==> config.mk <==
export PLATFORM = sky130hd
export DESIGN_NAME = wb_copy_master
export DESIGN_NICKNAME = d
export VERILOG_FILES = /design/src/rtl/wb_copy_master.sv
export SDC_FILE = /design/constraint.sdc
export NUM_CORES = 1
export LEC_CHECK = 0
export ABC_AREA = 0
export BUFFER_PORTS_ARGS = -buffer_cell sky130_fd_sc_hd__buf_2
export CORE_ASPECT_RATIO = 1.75
export CORE_MARGIN = 3
export CORE_UTILIZATION = 45
export CTS_CLUSTER_SIZE = 28
export DETAILED_ROUTE_END_ITERATION = 7
export PLACE_DENSITY_LB_ADDON = 0.3
export SKIP_CTS_REPAIR_TIMING = 1
export SLEW_MARGIN = 20
export SYNTH_ARGS = -nofsm -noshare
export SYNTH_HDL_FRONTEND = slang
export SYNTH_SLANG_ARGS = --single-unit
==> constraint.sdc <==
create_clock -name clk_i -period 9.2 [get_ports clk_i]
set_clock_uncertainty 0.05 [all_clocks]
set_input_delay 2.76 -clock clk_i [delete_from_list [all_inputs] [get_ports clk_i]]
set_output_delay 2.76 -clock clk_i [all_outputs]
set_load 0.005 [all_outputs]
==> src/rtl/wb_copy_master.sv <==
// Wishbone classic block-copy master: one single read then one single write per word,
// with a per-transaction ack timeout so a silent responder cannot hang the bus.
module wb_copy_master #(
    parameter int DATA_WIDTH     = 32,
    parameter int ADDR_WIDTH     = 32,
    parameter int LEN_WIDTH      = 16,
    parameter int TIMEOUT_CYCLES = 255
) (
    input  logic                  clk_i,
    input  logic                  rst_i,
    input  logic                  start_i,
    input  logic [ADDR_WIDTH-1:0] src_i,
    input  logic [ADDR_WIDTH-1:0] dst_i,
    input  logic [LEN_WIDTH-1:0]  len_i,
    output logic                  busy_o,
    output logic                  done_o,
    output logic                  err_o,
    output logic [LEN_WIDTH-1:0]  words_o,
    output logic                  wb_cyc_o,
    output logic                  wb_stb_o,
    output logic                  wb_we_o,
    output logic [ADDR_WIDTH-1:0] wb_adr_o,
    output logic [DATA_WIDTH-1:0] wb_dat_o,
    output logic [3:0]            wb_sel_o,
    input  logic [DATA_WIDTH-1:0] wb_dat_i,
    input  logic                  wb_ack_i
);
    localparam int TW = $clog2(TIMEOUT_CYCLES + 1);
    localparam logic [TW-1:0]         TMO_LAST = TW'(TIMEOUT_CYCLES - 1);
    localparam logic [ADDR_WIDTH-1:0] WSTEP    = ADDR_WIDTH'(4);

    typedef enum logic [2:0] {IDLE, READ, GAP_W, WRITE, GAP_R} state_t;

    state_t                state_q, state_d;
    logic                  stb_q, stb_d, we_q, we_d, done_q, done_d, err_q, err_d;
    logic [ADDR_WIDTH-1:0] adr_q, adr_d, src_q, src_d, dst_q, dst_d;
    logic [DATA_WIDTH-1:0] dat_q, dat_d;
    logic [LEN_WIDTH-1:0]  rem_q, rem_d, words_q, words_d;
    logic [TW-1:0]         tmo_q, tmo_d;

    always_comb begin
        state_d = state_q;
        stb_d   = stb_q;
        we_d    = we_q;
        adr_d   = adr_q;
        dat_d   = dat_q;
        src_d   = src_q;
        dst_d   = dst_q;
        rem_d   = rem_q;
        words_d = words_q;
        tmo_d   = tmo_q;
        err_d   = err_q;
        done_d  = 1'b0;
        unique case (state_q)
            IDLE: begin
                if (start_i) begin
                    err_d   = 1'b0;
                    words_d = '0;
                    if (len_i == '0) begin
                        done_d = 1'b1;
                    end else begin
                        src_d   = {src_i[ADDR_WIDTH-1:2], 2'b00};
                        dst_d   = {dst_i[ADDR_WIDTH-1:2], 2'b00};
                        rem_d   = len_i;
                        adr_d   = {src_i[ADDR_WIDTH-1:2], 2'b00};
                        stb_d   = 1'b1;
                        we_d    = 1'b0;
                        tmo_d   = '0;
                        state_d = READ;
                    end
                end
            end
            READ: begin
                if (wb_ack_i) begin
                    dat_d   = wb_dat_i;
                    src_d   = src_q + WSTEP;
                    stb_d   = 1'b0;
                    state_d = GAP_W;
                end else if (tmo_q == TMO_LAST) begin
                    stb_d   = 1'b0;
                    err_d   = 1'b1;
                    done_d  = 1'b1;
                    state_d = IDLE;
                end else begin
                    tmo_d = tmo_q + TW'(1);
                end
            end
            GAP_W: begin
                stb_d   = 1'b1;
                we_d    = 1'b1;
                adr_d   = dst_q;
                tmo_d   = '0;
                state_d = WRITE;
            end
            WRITE: begin
                if (wb_ack_i) begin
                    stb_d   = 1'b0;
                    we_d    = 1'b0;
                    dst_d   = dst_q + WSTEP;
                    words_d = words_q + LEN_WIDTH'(1);
                    rem_d   = rem_q - LEN_WIDTH'(1);
                    if (rem_q == LEN_WIDTH'(1)) begin
                        done_d  = 1'b1;
                        state_d = IDLE;
                    end else begin
                        state_d = GAP_R;
                    end
                end else if (tmo_q == TMO_LAST) begin
                    stb_d   = 1'b0;
                    we_d    = 1'b0;
                    err_d   = 1'b1;
                    done_d  = 1'b1;
                    state_d = IDLE;
                end else begin
                    tmo_d = tmo_q + TW'(1);
                end
            end
            GAP_R: begin
                stb_d   = 1'b1;
                we_d    = 1'b0;
                adr_d   = src_q;
                tmo_d   = '0;
                state_d = READ;
            end
            default: state_d = IDLE;
        endcase
    end

    always_ff @(posedge clk_i or posedge rst_i) begin
        if (rst_i) begin
            state_q <= IDLE;
            stb_q   <= 1'b0;
            we_q    <= 1'b0;
            adr_q   <= '0;
            dat_q   <= '0;
            src_q   <= '0;
            dst_q   <= '0;
            rem_q   <= '0;
            words_q <= '0;
            tmo_q   <= '0;
            err_q   <= 1'b0;
            done_q  <= 1'b0;
        end else begin
            state_q <= state_d;
            stb_q   <= stb_d;
            we_q    <= we_d;
            adr_q   <= adr_d;
            dat_q   <= dat_d;
            src_q   <= src_d;
            dst_q   <= dst_d;
            rem_q   <= rem_d;
            words_q <= words_d;
            tmo_q   <= tmo_d;
            err_q   <= err_d;
            done_q  <= done_d;
        end
    end

    // cyc and sel are pure functions of the registered strobe, so they are glitch-free too
    assign wb_cyc_o = stb_q;
    assign wb_stb_o = stb_q;
    assign wb_sel_o = {4{stb_q}};
    assign wb_we_o  = we_q;
    assign wb_adr_o = adr_q;
    assign wb_dat_o = dat_q;
    assign busy_o   = (state_q != IDLE);
    assign done_o   = done_q;
    assign err_o    = err_q;
    assign words_o  = words_q;
endmodule

==> flow_summary.json <==
{
  "slew_viol_final": 0,
  "grt_overflow": 0,
  "nets": 1286,
  "die_h_um": 196.4,
  "maxSlewHeadroom_pct": 42.89,
  "fin_cells": 1424,
  "start_util_pct": 45.93,
  "async_flop_share_pct": 100.0,
  "hpwl_um": 19170,
  "arrival_ns": 4.94,
  "netlist_area_mm2": 0.009318,
  "grt.total_usage_pct": 23.56,
  "fill_cells": 1935,
  "crit-reg2reg-launch": "state_q[1]$_DFFE_PP0P_",
  "critPathKind": "in2reg",
  "r2r_slack_ns": 6.37,
  "antenna_found_initial": 5,
  "vdd_drop_max_mv": 0.2332,
  "clkTransAtPathRegs_ns": 0.06,
  "grt_pass1_vias": 8180,
  "synthDistinctLibCells": 73,
  "ios": 206,
  "cts_sinks": 170,
  "combPwrFrac_pct": 43.1,
  "startpoint": "len_i[3]",
  "whs_ns": 0.4226,
  "route.detailed.drc": 0,
  "p_int_w": 0.002147,
  "placedCellCount": 1392,
  "synth_ff_type": "dfrtp_1",
  "clock.fmax_ghz": 0.2126,
  "power_density_mw_per_mm2": 339.7,
  "core_region_area_mm2": 0.02029,
  "syn_to_final_growth_pct": 17.62,
  "crit_path_end_kind": "register",
  "syn_avg_cell_area_um2": 9.271,
  "p_leak_nw": 4.814,
  "place_congestion": 0.8566,
  "worstMarginPinSlew_ns": 0.8565,
  "utilization_pct": 54.02,
  "setup_viol_count_final": 0,
  "cts_buffers": 17,
  "hold_path.class": "reg2reg",
  "cts_root_buf": "clkbuf_16",
  "ant_nets": 0,
  "p_seq_share_pct": 38.5,
  "vias_per_cell": 5.951,
  "ys_seq_area_share_pct": 45.66,
  "hold_viol": 0,
  "die_w_um": 114.8,
  "cts_tree": "done",
  "fin_crit_sh_pct": 51.13,
  "wl_um": 26570,
  "cp_data_required_time_ns": 9.44,
  "r2r_cells": 6,
  "synth_cells": 1005,
  "r2r_end": "dst_q[23]$_DFFE_PP0P_",
  "rows": 69,
  "place_area_mm2": 0.01041,
  "max-cap-violations": 0,
  "final_common_cell": "buf_2",
  "final_cell_mix": "buf_2 (201), dfrtp_1 (170), a21oi_1 (132)",
  "grt_pass1_wl_um": 42050,
  "dr.first_iter.drc_count": 405,
  "clockBufferDepth": 2,
  "worst-path-max-fanout": 24,
  "die_area_mm2": 0.02254,
  "drive_above_1_share_pct": 26.64,
  "grt_max_degree": 81,
  "insertion_delay_ns": 0.44,
  "period_minus_slack_ns": 4.704,
  "run_status": "finished clean",
  "htree_levels": 4,
  "switching_share_pct": 42.34,
  "rsz0062_at_grt": "no",
  "cp-endpoint": "dst_q[28]$_DFFE_PP0P_",
  "ys_ff_latch": 170,
  "port_buffers": 201,
  "final_cell_area_mm2": 0.01096,
  "p_switching_w": 0.001577,
  "setup_tns_ns": 0,
  "worstSetupStartpointType": "primary input",
  "vias": 8474,
  "synth_edf_count": 0,
  "syn-num-nets": 1128,
  "firstDrtPassIters": 7,
  "yosys_warnings": 0,
  "drt-wirelength-per-cell_um": 18.66,
  "power.share.clock_pct": 18.4
}
[power by group through the flow]
stage | clock network, W | logic (W) | registers [W]
final | 0.000685 | 0.00161 | 0.00143
after global routing | 0.000728 | 0.00181 | 0.00148
after CTS | 0.000701 | 0.00162 | 0.00143
after detailed placement | 0 | 0.00161 | 0.00144
after global placement | 0 | 0.00157 | 0.00143
after floorplan | 0 | 0.00123 | 0.00132
[flip-flops by register name, indices dropped and copies added (netlist names)]
name,flops
done_o,1
dst_q,30
err_o,1
rem_q,16
src_q,30
state_q,3
tmo_q,8
wb_adr_o,31
wb_cyc_o,1
wb_dat_o,32
wb_we_o,1
words_o,16
[final cells by class]
class | count | area, µm² | area share [%]
multi-input combinational | 736 | 4641 | 42.34
clock inverter | 7 | 67.56 | 0.6165
timing repair buffer | 215 | 1111 | 10.14
tap | 248 | 310.3 | 2.831
clock buffer | 24 | 481.7 | 4.395
antenna | 1 | 2.502 | 0.02283
sequential | 170 | 4254 | 38.82
inverter | 23 | 91.34 | 0.8334
[routing by layer]
metal  GRT usage [%]  part of all wire, %  vias to the layer above
met5               0                 0.17                        -
met4           13.32                  4.8                        8
met3           5.069                  5.9                       79
met2           41.02                   52                      305
met1           26.24                   37                     4032
li1                -                    -                     4050
[cells in the mapped netlist (4+ instances only)]
master | count | area share, %
dfrtp_1 | 170 | 46
a21oi_1 | 132 | 7.1
nand2_1 | 104 | 4.2
o21ai_0 | 76 | 4.1
nor2_1 | 63 | 2.5
nand3_1 | 35 | 1.9
o22ai_1 | 35 | 2.3
clkbuf_1 | 34 | 1.4
mux2_2 | 33 | 4.0
a22o_1 | 31 | 2.9
nand4_1 | 30 | 2.0
buf_2 | 24 | 1.3
inv_1 | 23 | 0.93
a2bb2oi_1 | 17 | 1.6
buf_4 | 15 | 1.2
nor3_1 | 13 | 0.70
o31ai_1 | 10 | 0.81
xor2_1 | 10 | 0.94
a21o_1 | 8 | 0.64
a31oi_1 | 8 | 0.54
and4_1 | 8 | 0.75
nor4_1 | 8 | 0.54
a22oi_1 | 7 | 0.56
ha_1 | 7 | 0.94
and3_1 | 6 | 0.40
or3_1 | 6 | 0.40
o22a_1 | 5 | 0.47
or2_2 | 5 | 0.34
a21boi_0 | 4 | 0.32
nor4_2 | 4 | 0.54
nor4_4 | 4 | 0.91
o21ai_1 | 4 | 0.21
o2bb2a_1 | 4 | 0.43
o32ai_1 | 4 | 0.38
xnor2_1 | 4 | 0.38
[worst max-delay path, cell delays in order]
cell,delay (ns)
buf_2,0.13
nor4_4,0.40
nand4_4,0.25
o21ai_2,0.74
buf_4,0.40
o21ai_0,0.12
a21boi_0,0.13
[per-stage QoR]
step,total power [W],setup slack [ns]
6_report,0.003723,4.496
5_1_grt,0.004017,4.283
4_1_cts,0.003747,4.472
3_5_place_dp,0.003046,4.010
3_3_place_gp,0.003000,4.024
2_1_floorplan,0.002554,1.787
[worst min path at each step]
stage | startpoint | to | cells past startpoint
after CTS | wb_adr_o[23]$_DFFE_PP0P_ | wb_adr_o[23]$_DFFE_PP0P_ | 2
after floorplan | tmo_q[7]$_DFFE_PP0P_ | tmo_q[7]$_DFFE_PP0P_ | 1
after detailed placement | wb_adr_o[23]$_DFFE_PP0P_ | wb_adr_o[23]$_DFFE_PP0P_ | 2
after global placement | wb_adr_o[11]$_DFFE_PP0P_ | wb_adr_o[11]$_DFFE_PP0P_ | 2
final | wb_adr_o[8]$_DFFE_PP0P_ | wb_adr_o[8]$_DFFE_PP0P_ | 2
after global routing | tmo_q[7]$_DFFE_PP0P_ | tmo_q[7]$_DFFE_PP0P_ | 1
[kinds of logic (layout without fill, tap and decap cells)]
group,count (synthesis),after routing,synth area share (%)
other,0,1,0
muxes,36,36,4.311
and+or+nand+nor,307,307,17.39
xor gates and xnor gates,14,14,1.316
adders and majority gates,7,7,0.9399
DFF,170,170,45.66
buffers and inverters,99,269,5.009
AOI/OAI and AO/OA,372,372,25.38
No activity file was read; power rests on OpenSTA's default activity.
